### config.mk
export PLATFORM = sky130hd
export DESIGN_NAME = trb_line_packer_flat
export DESIGN_NICKNAME = d
export VERILOG_FILES = /design/src/rtl/trb_line_packer_if.sv /design/src/rtl/trb_line_packer.sv /design/src/flat_wrapper.sv
export SDC_FILE = /design/constraint.sdc
export NUM_CORES = 2
export LEC_CHECK = 0
export CAP_MARGIN = 20
export CORE_ASPECT_RATIO = 1.5
export CORE_MARGIN = 1
export CORE_UTILIZATION = 59
export CTS_BUF_LIST = sky130_fd_sc_hd__clkbuf_2
export DETAILED_ROUTE_END_ITERATION = 12
export GPL_ROUTABILITY_DRIVEN = 1
export MAX_ROUTING_LAYER = met4
export PLACE_DENSITY_LB_ADDON = 0.15
export SYNTH_ARGS = -nofsm -noshare
export SYNTH_HDL_FRONTEND = slang
export SYNTH_SLANG_ARGS = --single-unit
### constraint.sdc
create_clock -name clk -period 3.95 [get_ports clk]
set_input_delay 0.79 -clock clk [delete_from_list [all_inputs] [get_ports clk]]
set_output_delay 0.79 -clock clk [all_outputs]
set_load 0.01 [all_outputs]
### src/rtl/trb_line_packer_if.sv
`default_nettype none
// ============================================================================
//  Module   : trb_line_packer_if
//  Brief    : Byte-stream input and cache-line output handshake bundle for
//             trb_line_packer.
//  Revision : 1.0
// ============================================================================
interface trb_line_packer_if #(
    parameter int LINE_BYTES = 64
);
    logic [7:0]              st_data_in;
    logic                    st_valid_in;
    logic                    st_sop_in;
    logic                    st_eop_in;
    logic                    st_ready_out;
    logic [8*LINE_BYTES-1:0] line_data;
    logic                    line_valid;
    logic                    line_ready;
    logic                    line_sof;
    logic                    line_eof;

    // Packer side
    modport slave (
        input  st_data_in, st_valid_in, st_sop_in, st_eop_in, line_ready,
        output st_ready_out, line_data, line_valid, line_sof, line_eof
    );

    // Stream source / line consumer side
    modport master (
        output st_data_in, st_valid_in, st_sop_in, st_eop_in, line_ready,
        input  st_ready_out, line_data, line_valid, line_sof, line_eof
    );
endinterface
`default_nettype wire

### src/rtl/trb_line_packer.sv
`default_nettype none
// ============================================================================
//  Module   : trb_line_packer
//  Brief    : Packs framed turbo output bytes into cache lines with sof/eof
//             tags, skid-aware backpressure and framing error pulses.
//  Revision : 1.0
// ============================================================================
module trb_line_packer #(
    parameter int FRAME_BYTES = 128,
    parameter int LINE_BYTES  = 64,
    parameter int SKID        = 4
) (
    input  wire logic        clk,
    input  wire logic        rst,
    trb_line_packer_if.slave bus,
    output logic [15:0]      frame_cnt,
    output logic             err_overflow,
    output logic             err_sop,
    output logic             err_len
);
    localparam int c_LW  = 8 * LINE_BYTES;
    localparam int c_ACW = $clog2(LINE_BYTES + 1);
    localparam int c_FCW = $clog2(FRAME_BYTES + 1);

    logic [c_LW-1:0]  r_acc_data, w_acc_data;
    logic [c_ACW-1:0] r_acc_cnt,  w_acc_cnt;
    logic             r_acc_full, w_acc_full;
    logic             r_acc_sof,  w_acc_sof;
    logic             r_acc_eof,  w_acc_eof;
    logic [c_FCW-1:0] r_frm_cnt,  w_frm_cnt;
    logic [c_LW-1:0]  r_out_data, w_out_data;
    logic             r_out_valid, w_out_valid;
    logic             r_out_sof,  w_out_sof;
    logic             r_out_eof,  w_out_eof;
    logic [15:0]      r_frame_cnt, w_frame_cnt;
    logic             r_err_ovf,  w_err_ovf;
    logic             r_err_sop,  w_err_sop;
    logic             r_err_len,  w_err_len;
    logic             r_ready,    w_ready;

    logic             w_out_take;
    logic             w_restart;
    logic             w_first;
    logic [c_ACW-1:0] w_slot;
    logic [c_LW-1:0]  w_line;
    logic [c_FCW-1:0] w_pos;
    logic             w_end;
    logic             w_sof;
    logic             w_close;

    always_comb begin
        w_acc_data  = r_acc_data;
        w_acc_cnt   = r_acc_cnt;
        w_acc_full  = r_acc_full;
        w_acc_sof   = r_acc_sof;
        w_acc_eof   = r_acc_eof;
        w_frm_cnt   = r_frm_cnt;
        w_out_data  = r_out_data;
        w_out_valid = r_out_valid;
        w_out_sof   = r_out_sof;
        w_out_eof   = r_out_eof;
        w_frame_cnt = r_frame_cnt;
        w_err_ovf   = 1'b0;
        w_err_sop   = 1'b0;
        w_err_len   = 1'b0;
        w_restart   = 1'b0;
        w_first     = 1'b0;
        w_slot      = r_acc_cnt;
        w_line      = r_acc_data;
        w_pos       = r_frm_cnt;
        w_end       = 1'b0;
        w_sof       = r_acc_sof;
        w_close     = 1'b0;
        w_out_take  = r_out_valid && bus.line_ready;

        if (w_out_take) begin
            w_out_valid = 1'b0;
            if (r_out_eof) begin
                w_frame_cnt = r_frame_cnt + 16'd1;
            end
            // A line parked in the accumulator moves out on the accept edge
            if (r_acc_full) begin
                w_out_data  = r_acc_data;
                w_out_sof   = r_acc_sof;
                w_out_eof   = r_acc_eof;
                w_out_valid = 1'b1;
                w_acc_data  = '0;
                w_acc_cnt   = '0;
                w_acc_full  = 1'b0;
                w_acc_sof   = 1'b0;
                w_acc_eof   = 1'b0;
            end
        end

        if (bus.st_valid_in) begin
            if (r_acc_full) begin
                w_err_ovf = 1'b1;
            end else begin
                w_restart = bus.st_sop_in && (r_frm_cnt != '0);
                w_first   = bus.st_sop_in || (r_frm_cnt == '0);
                w_err_sop = bus.st_sop_in != (r_frm_cnt == '0);
                w_slot    = w_restart ? '0 : r_acc_cnt;
                w_line    = w_restart ? '0 : r_acc_data;
                for (int k = 0; k < LINE_BYTES; k++) begin
                    if (w_slot == c_ACW'(k)) begin
                        w_line[8*k +: 8] = bus.st_data_in;
                    end
                end
                w_pos     = (w_first ? '0 : r_frm_cnt) + c_FCW'(1);
                w_end     = bus.st_eop_in || (w_pos == c_FCW'(FRAME_BYTES));
                w_err_len = w_end && !(bus.st_eop_in && (w_pos == c_FCW'(FRAME_BYTES)));
                w_sof     = w_first || r_acc_sof;
                w_close   = (w_slot == c_ACW'(LINE_BYTES - 1)) || w_end;
                w_frm_cnt = w_end ? '0 : w_pos;

                if (w_close && (!r_out_valid || w_out_take)) begin
                    w_out_data  = w_line;
                    w_out_sof   = w_sof;
                    w_out_eof   = w_end;
                    w_out_valid = 1'b1;
                    w_acc_data  = '0;
                    w_acc_cnt   = '0;
                    w_acc_sof   = 1'b0;
                    w_acc_eof   = 1'b0;
                end else begin
                    w_acc_data  = w_line;
                    w_acc_cnt   = w_slot + c_ACW'(1);
                    w_acc_full  = w_close;
                    w_acc_sof   = w_sof;
                    w_acc_eof   = w_end;
                end
            end
        end

        // Leave SKID slots for bytes already in flight when ready drops
        w_ready = !w_acc_full &&
                  (!w_out_valid || (w_acc_cnt <= c_ACW'(LINE_BYTES - SKID)));
    end

    always_ff @(posedge clk) begin
        if (rst) begin
            r_acc_data  <= '0;
            r_acc_cnt   <= '0;
            r_acc_full  <= 1'b0;
            r_acc_sof   <= 1'b0;
            r_acc_eof   <= 1'b0;
            r_frm_cnt   <= '0;
            r_out_data  <= '0;
            r_out_valid <= 1'b0;
            r_out_sof   <= 1'b0;
            r_out_eof   <= 1'b0;
            r_frame_cnt <= '0;
            r_err_ovf   <= 1'b0;
            r_err_sop   <= 1'b0;
            r_err_len   <= 1'b0;
            r_ready     <= 1'b0;
        end else begin
            r_acc_data  <= w_acc_data;
            r_acc_cnt   <= w_acc_cnt;
            r_acc_full  <= w_acc_full;
            r_acc_sof   <= w_acc_sof;
            r_acc_eof   <= w_acc_eof;
            r_frm_cnt   <= w_frm_cnt;
            r_out_data  <= w_out_data;
            r_out_valid <= w_out_valid;
            r_out_sof   <= w_out_sof;
            r_out_eof   <= w_out_eof;
            r_frame_cnt <= w_frame_cnt;
            r_err_ovf   <= w_err_ovf;
            r_err_sop   <= w_err_sop;
            r_err_len   <= w_err_len;
            r_ready     <= w_ready;
        end
    end

    assign bus.st_ready_out = r_ready;
    assign bus.line_data    = r_out_data;
    assign bus.line_valid   = r_out_valid;
    assign bus.line_sof     = r_out_sof;
    assign bus.line_eof     = r_out_eof;
    assign frame_cnt        = r_frame_cnt;
    assign err_overflow     = r_err_ovf;
    assign err_sop          = r_err_sop;
    assign err_len          = r_err_len;
endmodule
`default_nettype wire

### src/flat_wrapper.sv
// flat-port wrapper written by rule: the top's interface ports become plain ports
module trb_line_packer_flat 
#(
    parameter int FRAME_BYTES = 128,
    parameter int LINE_BYTES  = 64,
    parameter int SKID        = 4
)
  (clk, rst, frame_cnt, err_overflow, err_sop, err_len, bus_st_data_in, bus_st_valid_in, bus_st_sop_in, bus_st_eop_in, bus_line_ready, bus_st_ready_out, bus_line_data, bus_line_valid, bus_line_sof, bus_line_eof);
  trb_line_packer_if #(.LINE_BYTES(LINE_BYTES)) bus_i ();
  input  wire logic clk;
  input  wire logic rst;
  output logic [15:0] frame_cnt;
  output logic err_overflow;
  output logic err_sop;
  output logic err_len;
  input wire logic [$bits(bus_i.st_data_in)-1:0] bus_st_data_in;
  input wire logic [$bits(bus_i.st_valid_in)-1:0] bus_st_valid_in;
  input wire logic [$bits(bus_i.st_sop_in)-1:0] bus_st_sop_in;
  input wire logic [$bits(bus_i.st_eop_in)-1:0] bus_st_eop_in;
  input wire logic [$bits(bus_i.line_ready)-1:0] bus_line_ready;
  output wire logic [$bits(bus_i.st_ready_out)-1:0] bus_st_ready_out;
  output wire logic [$bits(bus_i.line_data)-1:0] bus_line_data;
  output wire logic [$bits(bus_i.line_valid)-1:0] bus_line_valid;
  output wire logic [$bits(bus_i.line_sof)-1:0] bus_line_sof;
  output wire logic [$bits(bus_i.line_eof)-1:0] bus_line_eof;
  assign bus_i.st_data_in = bus_st_data_in;
  assign bus_i.st_valid_in = bus_st_valid_in;
  assign bus_i.st_sop_in = bus_st_sop_in;
  assign bus_i.st_eop_in = bus_st_eop_in;
  assign bus_i.line_ready = bus_line_ready;
  assign bus_st_ready_out = bus_i.st_ready_out;
  assign bus_line_data = bus_i.line_data;
  assign bus_line_valid = bus_i.line_valid;
  assign bus_line_sof = bus_i.line_sof;
  assign bus_line_eof = bus_i.line_eof;
  trb_line_packer #(.FRAME_BYTES(FRAME_BYTES), .LINE_BYTES(LINE_BYTES), .SKID(SKID)) u_core (.clk(clk), .rst(rst), .bus(bus_i), .frame_cnt(frame_cnt), .err_overflow(err_overflow), .err_sop(err_sop), .err_len(err_len));
endmodule
# Yosys cells after proc, flatten, opt, wreduce, memory -nomap -nowiden
# Cells that the tools add are included.
# W data, S select, Z words.
# classes
n_eq_ne,65
n_div,0
n_lt_le_gt_ge,1
n_reduce_logical,23
n_bitwise,2
multipliers,0
muxes,112
shifts,0
addsub,3
# ops
cell,count
$mux W512,11
$mux W8,66
$eq A7 B6 Y1 const B,32
$eq A7 B5 Y1 const B,16
$eq A7 B4 Y1 const B,8
$mux W7,6
$mux W1,29
$eq A7 B3 Y1 const B,4
$add A16 B1 Y16 const B,1
$eq A7 B2 Y1 const B,2
$add A8 B1 Y8 const B,1
$eq A8 B8 Y1 const B,1
$logic_not A8 Y1,1
$reduce_bool A8 Y1,1
$add A7 B1 Y7 const B,1
$eq A7 B1 Y1 const B,1
$le A7 B6 Y1 const B,1
$logic_not A7 Y1,1
$logic_and A1 B1 Y1,6
$logic_or A1 B1 Y1,6
$logic_not A1 Y1,4
$reduce_and A2 Y1,2
$reduce_or A3 Y1,1
$not A1 Y1,2
other kinds (2),2
# totals
mem_bits_ro,0
out_inout_bits,535
word_cells,221
register_bits,1065
ramBits,0
n_memories,0
latch_bits,0

# Logic depth before layout (Yosys ltp)
# logic_depth
word_depth,14
ltp_mapped,21

# Worst setup path after synthesis
# Ideal clock, no wire load.
# synth_path
kind,input to register
start,input bus_st_sop_in
end,register u_core.r_acc_data[452]
t_arrival_ns,3.633
path_stages,19
setup_slack_ns,0.252
cell_sequence,inv_1 ha_1 clkbuf_1 and2_1 ha_1 nand3_1 nor2_1 xor2_1 a21oi_1 nand3_1 ha_1 and3b_1 o21ai_2 nand2_1 buf_2 buf_2 buf_1 a22oi_1 nor2_1
# synth_via
elab_chain_cells,10
# synth_lines
item,line_no,source
start: declaration,flat_wrapper.sv:18,input wire logic [$bits(bus_i.st_sop_in)-1:0] bus_st_sop_in;
$logic_or A1 B1 Y1,trb_line_packer.sv:100,w_first = bus.st_sop_in || (r_frm_cnt == '0);
$mux W8,trb_line_packer.sv:109,w_pos = (w_first ? '0 : r_frm_cnt) + c_FCW'(1);
$add A8 B1 Y8,trb_line_packer.sv:109,
$eq A8 B8 Y1,trb_line_packer.sv:110,w_end = bus.st_eop_in || (w_pos == c_FCW'(FRAME_BYTES));
$logic_or A1 B1 Y1,trb_line_packer.sv:110,
$logic_or A1 B1 Y1,trb_line_packer.sv:113,w_close = (w_slot == c_ACW'(LINE_BYTES - 1)) || w_end;
$logic_and A1 B1 Y1,trb_line_packer.sv:116,if (w_close && (!r_out_valid || w_out_take)) begin
$mux W512 *,trb_line_packer.sv:116,
$mux W512 *,trb_line_packer.sv:96,if (r_acc_full) begin
$mux W512 *,trb_line_packer.sv:95,if (bus.st_valid_in) begin
end signal: assignment,trb_line_packer.sv:158,r_acc_data <= w_acc_data;
end: declaration,trb_line_packer.sv:25,"logic [c_LW-1:0] r_acc_data, w_acc_data;"
# Every way passes the cells marked *; elsewhere a longest branch is shown, timed or not.
# A chain may end at the register's enable or synchronous reset.

# Final worst setup path
# layout_path
start,register u_core.r_frm_cnt[0]
end,register u_core.r_acc_data[146]
# layout_via
elab_chain_cells,11
# layout_lines
item,line_no,source
start: declaration,trb_line_packer.sv:30,"logic [c_FCW-1:0] r_frm_cnt, w_frm_cnt;"
start signal: assignment,trb_line_packer.sv:163,r_frm_cnt <= w_frm_cnt;
$logic_not A8 Y1,trb_line_packer.sv:100,
$logic_or A1 B1 Y1,trb_line_packer.sv:100,
$mux W8,trb_line_packer.sv:109,
$add A8 B1 Y8,trb_line_packer.sv:109,
$eq A8 B8 Y1,trb_line_packer.sv:110,
$logic_or A1 B1 Y1,trb_line_packer.sv:110,
$logic_or A1 B1 Y1,trb_line_packer.sv:113,
$logic_and A1 B1 Y1,trb_line_packer.sv:116,
$mux W512 *,trb_line_packer.sv:116,
$mux W512 *,trb_line_packer.sv:96,
$mux W512 *,trb_line_packer.sv:95,
# Marked as above.

==> impl_metrics.json <==
{
  "fin_crit_ns": 3.79,
  "grt_pass1_wl_mm": 252,
  "cp_data_arrival_time_ns": 5.32,
  "async_flop_share_pct": 0,
  "port-buffer-count": 548,
  "path_max_fanout": 28,
  "p_per_area_nw_per_um2": 348,
  "synthDominantAreaCellType": "sky130_fd_sc_hd__dfxtp_1",
  "placeableCoreArea_sq_um": 85400,
  "route.vias.total": 48400,
  "min-delay-path-class": "in -> reg",
  "setup_slack_after_placement_ns": -0.194,
  "critical_path_class": "reg -> reg",
  "io_pins": 549,
  "clock-skew-final_ns": 0.0885,
  "detailedRoute.firstPassIterationCount": 6,
  "setup_slack_ns": 0.157,
  "report.final.slew_viol_count": 0,
  "routed_wl_mm": 162,
  "grt_start_max_net_pins": 199,
  "clock_tree.root_cell": "sky130_fd_sc_hd__clkbuf_2",
  "globalRouteOverflowTotal": 0,
  "status": "finished, final reports clean",
  "drive_gt1_share_pct": 17.3,
  "setup_viol_count_final": 0,
  "antenna_violating_nets_post_route": 0,
  "viasPerCell": 6.19,
  "synth.ff_latch_count": 1065,
  "ys_seq_area_share_pct": 41.7,
  "design.die.area_sq_um": 87900,
  "yosysWarningCount": 0,
  "relSlewSlack_pct": 10.2,
  "tritoncts.num_buffers": 236,
  "power.combinational.fraction_pct": 12.5,
  "drc_errors": 0,
  "design.final.nets": 6518,
  "cts-htree-levels": 4,
  "synth_most_common_cell": "sky130_fd_sc_hd__dfxtp_1",
  "antenna_found_initial": 4,
  "swShare_pct": 29.9,
  "maxCapViolCount": 0,
  "crit_path_start_kind": "flip-flop",
  "fp.dieH_um": 363,
  "synth_edf_count": 0,
  "die-width_um": 242,
  "final.setup.tns_ns": 0,
  "netSwitchingPower_mw": 6.32,
  "start_util_pct": 59.9,
  "report.final.hold_viol_count": 0,
  "worst_pin_slew_ns": 1.35,
  "intPower_mw": 14.8,
  "cp-end-kind": "flip-flop",
  "timing.final.crit_share_pct": 96.0,
  "max_freq_ghz": 0.264,
  "clk_pin_slew_worst_paths_ns": 0.11,
  "ctsLongestPathBuffers": 3,
  "global_route.usage.total_pct": 36.5,
  "post_synth_inst_count": 6098,
  "hpwl_mm": 97.0,
  "tritoncts": "yes",
  "power_share_of_the_clock_group_pct": 33.4,
  "synth.net_count": 6121,
  "synth.avg_cell_area_sq_um": 8.39,
  "wl_per_cell_um": 20.7,
  "mapped_area_sq_um": 51200,
  "drt-initial-drc-count": 5073,
  "synth_top_cell_area_share_pct": 41.7,
  "cp_data_required_time_ns": 5.48,
  "routability_cong": 0.882,
  "row_count": 131,
  "first_global_vias": 45100,
  "netlist-cell-type-count": 68,
  "postSynth.topFlopCell": "sky130_fd_sc_hd__dfxtp_1",
  "post_synth_main_area_contributors": "sky130_fd_sc_hd__dfxtp_1, sky130_fd_sc_hd__mux2_2, sky130_fd_sc_hd__a311oi_1",
  "power.leakage_nw": 23.2,
  "rsz0062_at_grt": "false",
  "seq_power_share_pct": 54.0,
  "irDropWorstVdd_mv": 0.261,
  "insertion_delay_ns": 1.64,
  "cts.sinks": 1065,
  "flow.area_growth_from_synthesis_pct": 18.6,
  "netlist_top_cells_count": "sky130_fd_sc_hd__dfxtp_1, sky130_fd_sc_hd__nor2_1, sky130_fd_sc_hd__nand2_1",
  "fill_cells": 6873
}
==> power groups by stage <==
stage | clock (mW) | combinational [mW] | sequential, mW
after floorplan | 0 | 1.17 | 11.6
after detailed placement | 0 | 2.60 | 11.6
after global routing | 7.72 | 2.81 | 11.4
final | 7.06 | 2.65 | 11.4
after global placement | 0 | 2.58 | 11.6
after CTS | 7.18 | 2.63 | 11.4
==> cells by family (layout without fill, tap and decap cells) <==
logic type	count (synthesis)	in the layout	share of synthesized area [%]
simple gates	2771	2771	23.9
compound gates	1119	1119	17.9
flops	1065	1065	41.7
buf+inv	627	1207	5.08
mux	489	489	10.9
xor+xnor	18	18	0.308
fa+ha+maj	9	9	0.220
other cells	0	12	0
==> registers in the layout, indices dropped and copies added, names as in the netlist <==
| register | flops |
|---|---|
| u_core.bus.line_data | 512 |
| u_core.bus.line_eof | 1 |
| u_core.bus.line_sof | 1 |
| u_core.bus.line_valid | 1 |
| u_core.bus.st_ready_out | 1 |
| u_core.err_len | 1 |
| u_core.err_overflow | 1 |
| u_core.err_sop | 1 |
| u_core.frame_cnt | 16 |
| u_core.r_acc_cnt | 7 |
| u_core.r_acc_data | 512 |
| u_core.r_acc_eof | 1 |
| u_core.r_acc_full | 1 |
| u_core.r_acc_sof | 1 |
| u_core.r_frm_cnt | 8 |
==> cell type report <==
cell class	count	area (sq um)	share of cell area (%)
tap	1130	1410	2.33
clock inverter	66	350	0.577
antenna	12	30.0	0.0495
timing repair buffer	776	8290	13.7
multi-input combinational	4406	27500	45.2
inverter	10	37.5	0.0619
clock buffer	355	1780	2.93
sequential	1065	21300	35.1
==> per-stage QoR <==
step / hold WS (ns) / instances / total power, mW / util, % / area [sq um]
final: 0.229 / 7820 / 21.1 / 71.1 / 60700
after CTS: 0.0506 / 7807 / 21.2 / 71.0 / 60600
after global placement: 0.468 / 7373 / 14.2 / 68.4 / 58400
after global routing: 0.110 / 7817 / 22.0 / 71.1 / 60700
after floorplan: 0.455 / 6098 / 12.8 / - / 51200
after detailed placement: 0.468 / 7373 / 14.2 / 68.4 / 58400
==> timing repair <==
item | CTS | global route
setup endpoints to repair | 0 | 1
hold endpoints to repair | 987 | 0
hold buffers | 13 | 0
setup buffers | 0 | 1
gates resized for setup | 0 | 6
==> path summary, 6_finish.rpt <==
check	startpoint	to	slack, ns	depth (start not counted)
worst max-delay path	u_core.r_frm_cnt[0]$_SDFFE_PP0P_	u_core.r_acc_data[146]$_SDFF_PP0_	0.16	19
worst min-delay path	rst	u_core.r_acc_data[12]$_SDFF_PP0_	0.23	3
worst max register to register	u_core.r_frm_cnt[0]$_SDFFE_PP0P_	u_core.r_acc_data[146]$_SDFF_PP0_	0.16	19
worst min register to register	u_core.r_acc_data[337]$_SDFF_PP0_	u_core.bus.line_data[337]$_SDFF_PP0_	0.44	2
==> critical path, cell delays in order (launching register included) <==
cell                            delay (ns)
sky130_fd_sc_hd__dfxtp_1              0.36
sky130_fd_sc_hd__nor4_1               0.27
sky130_fd_sc_hd__nand2_1              0.12
sky130_fd_sc_hd__ha_2                 0.21
sky130_fd_sc_hd__and2_1               0.17
sky130_fd_sc_hd__ha_1                 0.19
sky130_fd_sc_hd__nand3_1              0.11
sky130_fd_sc_hd__nor2_1               0.06
sky130_fd_sc_hd__xor2_1               0.15
sky130_fd_sc_hd__a21oi_1              0.16
sky130_fd_sc_hd__nand3_1              0.09
sky130_fd_sc_hd__ha_2                 0.20
sky130_fd_sc_hd__and3b_1              0.20
sky130_fd_sc_hd__o21ai_2              0.10
sky130_fd_sc_hd__nand2_4              0.09
sky130_fd_sc_hd__buf_12               0.18
sky130_fd_sc_hd__buf_12               0.19
sky130_fd_sc_hd__a22oi_1              0.18
sky130_fd_sc_hd__nor2_1               0.05
sky130_fd_sc_hd__dlygate4sd3_1        0.58
==> routing by layer <==
layer	part of all wire (%)	wire (um)	track usage (%)	vias up
li1	-	-	-	22200
met1	41	66200	45.8	23600
met2	46	74700	55.8	2204
met3	8.3	13500	7.06	378
met4	4.7	7650	18.9	0
met5	0	0	-	-
==> layout by cell type (no fill, tap or decap), drive strengths merged, types with 8 or more instances in the layout <==
| cell type | netlist | routed |
|---|---|---|
| nand2b | 28 | 28 |
| clkbuf | 460 | 355 |
| diode | 0 | 12 |
| dfxtp | 1065 | 1065 |
| clkdlybuf4s50 | 0 | 539 |
| nor4bb | 8 | 8 |
| inv | 10 | 14 |
| nor2b | 490 | 490 |
| ha | 9 | 9 |
| nand2 | 1067 | 1067 |
| a311oi | 513 | 513 |
| clkinv | 0 | 58 |
| nand3 | 52 | 52 |
| nor3 | 9 | 9 |
| mux2 | 488 | 488 |
| o21ai | 45 | 45 |
| buf | 157 | 224 |
| nor2 | 1073 | 1073 |
| a22oi | 517 | 517 |
| dlygate4sd3 | 0 | 13 |
| a21oi | 16 | 16 |
| xnor2 | 12 | 12 |
Power figures use the tool's default switching activity.
